File: config.mk
export PLATFORM = sky130hd
export DESIGN_NAME = led_seq_arbiter
export DESIGN_NICKNAME = d
export VERILOG_FILES = /design/src/rtl/led_seq_pkg.sv /design/src/rtl/led_seq_arbiter_step_tick.sv /design/src/rtl/led_seq_arbiter.sv
export SDC_FILE = /design/constraint.sdc
export NUM_CORES = 1
export LEC_CHECK = 0
export CORE_UTILIZATION = 40
export CTS_BUF_LIST = sky130_fd_sc_hd__clkbuf_8
export CTS_CLUSTER_DIAMETER = 40
export DETAILED_ROUTE_END_ITERATION = 6
export GPL_TIMING_DRIVEN = 0
export HOLD_SLACK_MARGIN = 0.08
export PLACE_DENSITY = 0.64
export SYNTH_ARGS = -nofsm -noshare
export SYNTH_HDL_FRONTEND = slang
export SYNTH_HIERARCHICAL = 1
export SYNTH_SLANG_ARGS = --single-unit
File: constraint.sdc
create_clock -name clk -period 3.4 [get_ports clk]
set_input_delay 0.68 -clock clk [delete_from_list [all_inputs] [get_ports clk]]
set_output_delay 0.68 -clock clk [all_outputs]
set_load 0.05 [all_outputs]
File: src/rtl/led_seq_pkg.sv
// Shared types, mode codes and the LED frame lookup for the LED bank sequencer.
package led_seq_pkg;

    typedef enum logic [1:0] {
        IDLE = 2'd0,
        RUN  = 2'd1,
        DONE = 2'd2
    } state_t;

    localparam int NUM_REQ = 2;

    localparam logic [1:0] MODE_WALK   = 2'd0;
    localparam logic [1:0] MODE_DOUBLE = 2'd1;
    localparam logic [1:0] MODE_BLINK  = 2'd2;
    localparam logic [1:0] MODE_COUNT  = 2'd3;

    // Frame index is the step count; shorter patterns wrap on its low bits.
    function automatic logic [3:0] frame_pattern(input logic [1:0] mode, input logic [3:0] idx);
        logic [3:0] pat;
        pat = 4'b0000;
        case (mode)
            MODE_WALK:   pat = 4'b0001 << idx[1:0];
            MODE_DOUBLE: begin
                case (idx[1:0])
                    2'd0:    pat = 4'b1100;
                    2'd1:    pat = 4'b1001;
                    2'd2:    pat = 4'b0011;
                    default: pat = 4'b0110;
                endcase
            end
            MODE_BLINK:  pat = idx[0] ? 4'b0000 : 4'b1111;
            default:     pat = idx;
        endcase
        return pat;
    endfunction

endpackage

File: src/rtl/led_seq_arbiter_step_tick.sv
// Step prescaler: counts 0..STEP_DIV-1 while enabled, tick on the last count.
module led_step_tick #(
    parameter int STEP_DIV = 24_000_000,
    parameter int CNT_W    = 32
) (
    input  logic clk,
    input  logic rst,
    input  logic clr,
    output logic tick
);

    localparam logic [CNT_W-1:0] LAST = CNT_W'(STEP_DIV - 1);

    logic [CNT_W-1:0] cnt_reg;

    always_ff @(posedge clk) begin
        if (rst || clr) begin
            cnt_reg <= '0;
        end else if (cnt_reg == LAST) begin
            cnt_reg <= '0;
        end else begin
            cnt_reg <= cnt_reg + 1'b1;
        end
    end

    assign tick = !clr && (cnt_reg == LAST);

endmodule

File: src/rtl/led_seq_arbiter.sv
// Round-robin owner of the 4-lamp LED bank; plays the granted pattern for len steps.
module led_seq_arbiter
    import led_seq_pkg::*;
#(
    parameter int STEP_DIV = 24_000_000,
    parameter int CNT_W    = 32
) (
    input  logic       clk,
    input  logic       rst,
    input  logic       req0,
    input  logic [1:0] mode0,
    input  logic [3:0] len0,
    input  logic       req1,
    input  logic [1:0] mode1,
    input  logic [3:0] len1,
    output logic [1:0] gnt,
    output logic       busy,
    output logic       done,
    output logic [3:0] led
);

    state_t     state_reg, state_next;
    logic       owner_reg, owner_next;
    logic       ptr_reg,   ptr_next;
    logic [1:0] mode_reg,  mode_next;
    logic [4:0] len_reg,   len_next;
    logic [4:0] step_reg,  step_next;

    logic [NUM_REQ-1:0] req_vec;
    logic [1:0]         mode_arr [NUM_REQ];
    logic [3:0]         len_arr  [NUM_REQ];
    logic               grant_idx;
    logic               tick;

    assign req_vec     = {req1, req0};
    assign mode_arr[0] = mode0;
    assign mode_arr[1] = mode1;
    assign len_arr[0]  = len0;
    assign len_arr[1]  = len1;

    led_step_tick #(
        .STEP_DIV (STEP_DIV),
        .CNT_W    (CNT_W)
    ) u_step_tick (
        .clk  (clk),
        .rst  (rst),
        .clr  (state_reg != RUN),
        .tick (tick)
    );

    always_ff @(posedge clk) begin
        if (rst) begin
            state_reg <= IDLE;
            owner_reg <= 1'b0;
            ptr_reg   <= 1'b1;
            mode_reg  <= 2'd0;
            len_reg   <= 5'd0;
            step_reg  <= 5'd0;
        end else begin
            state_reg <= state_next;
            owner_reg <= owner_next;
            ptr_reg   <= ptr_next;
            mode_reg  <= mode_next;
            len_reg   <= len_next;
            step_reg  <= step_next;
        end
    end

    // On a tie the requester that did not own the bank last time wins.
    always_comb begin
        grant_idx = (req_vec == 2'b11) ? ~ptr_reg : req_vec[1];
    end

    always_comb begin
        state_next = state_reg;
        owner_next = owner_reg;
        ptr_next   = ptr_reg;
        mode_next  = mode_reg;
        len_next   = len_reg;
        step_next  = step_reg;
        case (state_reg)
            IDLE: begin
                if (req_vec != 2'b00) begin
                    state_next = RUN;
                    owner_next = grant_idx;
                    ptr_next   = grant_idx;
                    mode_next  = mode_arr[grant_idx];
                    len_next   = (len_arr[grant_idx] == 4'd0) ? 5'd16 : {1'b0, len_arr[grant_idx]};
                    step_next  = 5'd0;
                end
            end
            RUN: begin
                if (!req_vec[owner_reg]) begin
                    state_next = IDLE;
                end else if (tick) begin
                    if (step_reg + 5'd1 == len_reg) begin
                        state_next = DONE;
                    end else begin
                        step_next = step_reg + 5'd1;
                    end
                end
            end
            DONE: begin
                state_next = IDLE;
            end
            default: begin
                state_next = IDLE;
            end
        endcase
    end

    always_comb begin
        busy = (state_reg != IDLE);
        done = (state_reg == DONE);
        led  = (state_reg == RUN) ? frame_pattern(mode_reg, step_reg[3:0]) : 4'b0000;
    end

    generate
        for (genvar gi = 0; gi < NUM_REQ; gi++) begin : g_gnt
            assign gnt[gi] = (state_reg == RUN) && (owner_reg == 1'(gi));
        end
    endgenerate

endmodule

==> impl_results.md <==
* Min Tclk post-route at 3.19 ns
* Hpwl dp at 4.86 mm
* Synth top area cells: dfxtp_1 (34%), nor2_1 (5.1%), o31ai_1 (4.0%)
* Worst Path Required at 2.72 ns
* H-tree Lvls at 2
* Initial Util at 0.414
* Final core utilization at 0.480
* Max FFs per register at 32
* Multiplexer area fraction after synthesis at 0.0307
* Most common cell in the netlist: dfxtp_1
* Final hold vios at 0
* Final cell count without fillers at 456
* Io pins at 24
* Initial antenna violation count at 0
* Wire per inst at 14.5 um
* Via count of the first global-routing pass at 2392
* Maximum VDD drop at 0.000219 V
* Maximum fanout along the worst path at 8
* Status: finished, final reports clean
* Hold bufs inserted after CTS at 0
* Worst skew pair latency at 0.32 ns
* Nets@finish at 380
* 1st-iter DRT viols at 69
* Vias at 2615
* Die Area at 0.00737 mm2
* Design area at 0.00326 mm2
* RSZ-0062 raised after global routing: false
* HP Class: reg -> reg
* Setup TNS at 0 ns
* Number of synthesized flops with an enable pin at 0
* Fillers at 671
* DIE WIDTH at 85.9 um
* Main synth FF type: dfxtp_1
* Fmax at 313 MHz
* FP Rows at 30
* Sequential share of the synthesized area at 0.341
* Post-Synth XOR/XNOR Area at 0.0591
* CTS sink cnt at 48
* Dpl cells at 448
* Endpoints failing setup at 0
* Fin crit share at 0.938
* Synth Area in Compound Gates at 0.186
* Post-Syn Nets at 350
* Final Max Slew Viols at 0
* Leakage power at 1.02 nW
* Core area at 0.00679 mm2
* Post-Synth Adder-Cell Area at 0.0222
* Postcts setup bufs at 0
* Post-route ant nets at 0
* Post-Syn Area per Cell at 8.55 um2
* Startpoint types: flop
* Main combinational cell family by area after synthesis: simple AND/OR/NAND/NOR gates
* DRT Pass-1 Iters at 4
* First-pass GRT wire length at 11.1 mm
* Clk_skew at 0.0161 ns
* Via density at 5.73
* PortBufs at 23
* Share of the synthesized area in the top cell type at 0.341
* Pin count of the biggest net entering global routing at 16
* CTS tree: yes
* N_diodes at 0
* Post-Synth Simple-Gate Area at 0.307
* CTS Root Cell: clkbuf_8
* Proportion of layout cells with a drive suffix above 1 at 0.106
* Total gr overflow at 0
* Final WL at 6.63 mm
* Setup CP Type: reg -> out
* Gr usage total at 0.188
* CTS buffer count at 5
* Async set or reset register ratio after synthesis at 0
* Slew @ Worst Pin at 0.669 ns
* Slew HR at 0.549
* Mapped cell area at 0.00281 mm2
* Gate Count Post-Synth at 329
* Commonest cells post-synth: dfxtp_1 (48), nor2_1 (38), a21oi_1 (16), nand2_1 (16)
* Register clock-pin slew on the reported worst setup and hold paths at 0.10 ns
* Biggest area consumer among synthesized cells: dfxtp_1
* Clock Tree Buf Depth at 2
* MaxCap Viol Count at 0
* Die H at 85.9 um
* Warnings from Yosys at 6
* Pwr/cell area at 345 mW/mm2
* Post-route DRC at 0
* Yosys cell types at 66
* Gpl congestion at 0.814
* CP arrival at 2.51 ns
* Layout Area Growth over Synthesis at 16.0%
* Crit end category: output port
* Tot Pwr at 1.13 mW
* Dpl cell area at 0.00316 mm2
* Flops & latches, synth at 48
[per-layer routing]
layer,GRT usage,share of wire
met1,0.233,0.47
met3,0.0318,0.034
met2,0.320,0.48
met5,0,0
met4,0.0803,0.020
[placed cells by master, fill, tap and decap left out, drive strengths merged, types with 3 or more instances in the layout]
cell type      synthesis  final
nor2b                  4      4
xor2                   9      9
o31ai                 15     15
mux2i                  6      6
a211oi                13     13
a31oi                  3      3
nand2                 18     18
buf                   11     11
or3                    5      5
nor4b                  3      3
dfxtp                 48     48
and3                   7      7
ha                     5      5
nand3                 13     13
clkdlybuf4s50          0     22
nor4                   9      9
clkbuf                 8     14
a21oi                 18     18
o21ai                  5      5
nor2                  39     39
xnor2                 10     10
inv                   10     10
nor3                   5      5
and4                   3      3
or4                   18     18
nand4                 13     13
[path summary, 6_finish.rpt]
check                          start                endpoint  slack, ns  cells past startpoint
max                      step_reg[0]                  led[0]       0.21                      5
min           u_step_tick/cnt_reg[0]  u_step_tick/cnt_reg[0]       0.47                      1
max reg2reg  u_step_tick/cnt_reg[26]             step_reg[2]       0.59                      6
min reg2reg   u_step_tick/cnt_reg[0]  u_step_tick/cnt_reg[0]       0.47                      1
[critical path: stages (launching register included)]
cell and delay (ns):
dfxtp_1 0.52, inv_1 0.14, ha_1 0.39, a211oi_1 0.09
a211oi_1 0.23, clkdlybuf4s50_1 0.84
[cells by family (layout without fill, tap and decap cells)]
logic type | after synthesis | count (layout)
AND/OR/NAND/NOR | 149 | 149
AO/OA/AOI/OAI | 71 | 71
flip-flops | 48 | 48
buffers and inverters | 29 | 60
XOR/XNOR | 19 | 19
multiplexers | 8 | 8
adder cells (fa/ha/maj) | 5 | 5
[what timing repair did]
| item | 4_1_cts | 5_1_grt |
|---|---|---|
| hold endpoints to repair | 0 | 0 |
| endpoints found under the setup margin | 0 | 1 |
| gates resized for setup | 0 | 1 |
[power breakdown]
group	internal (mW)	switching, mW	leakage, nW
registers	0.574	0.00922	0.389
logic	0.0689	0.102	0.591
clock network	0.165	0.208	0.0434
total	0.808	0.318	1.02
[layout make-up]
class                   count  area (um2)  area share
multi-input cells         252        1700       0.521
flip-flops and latches     48         961       0.294
repair buffers             23         233      0.0713
well taps                  96         120      0.0368
plain buffers              19         114      0.0349
clock buffers               6        82.6      0.0253
inverters                  10        37.5      0.0115
clock inverters             2        15.0     0.00460
[metrics by stage]
step | worst slack [ns] | hold WS [ns]
finish | 0.210 | 0.471
global route | 0.0427 | 0.493
CTS | 0.108 | 0.472
detailed placement | 0.456 | 0.447
global placement | 0.475 | 0.441
floorplan | 0.530 | 0.426
Note: power is estimated with default switching activity, not from simulation.
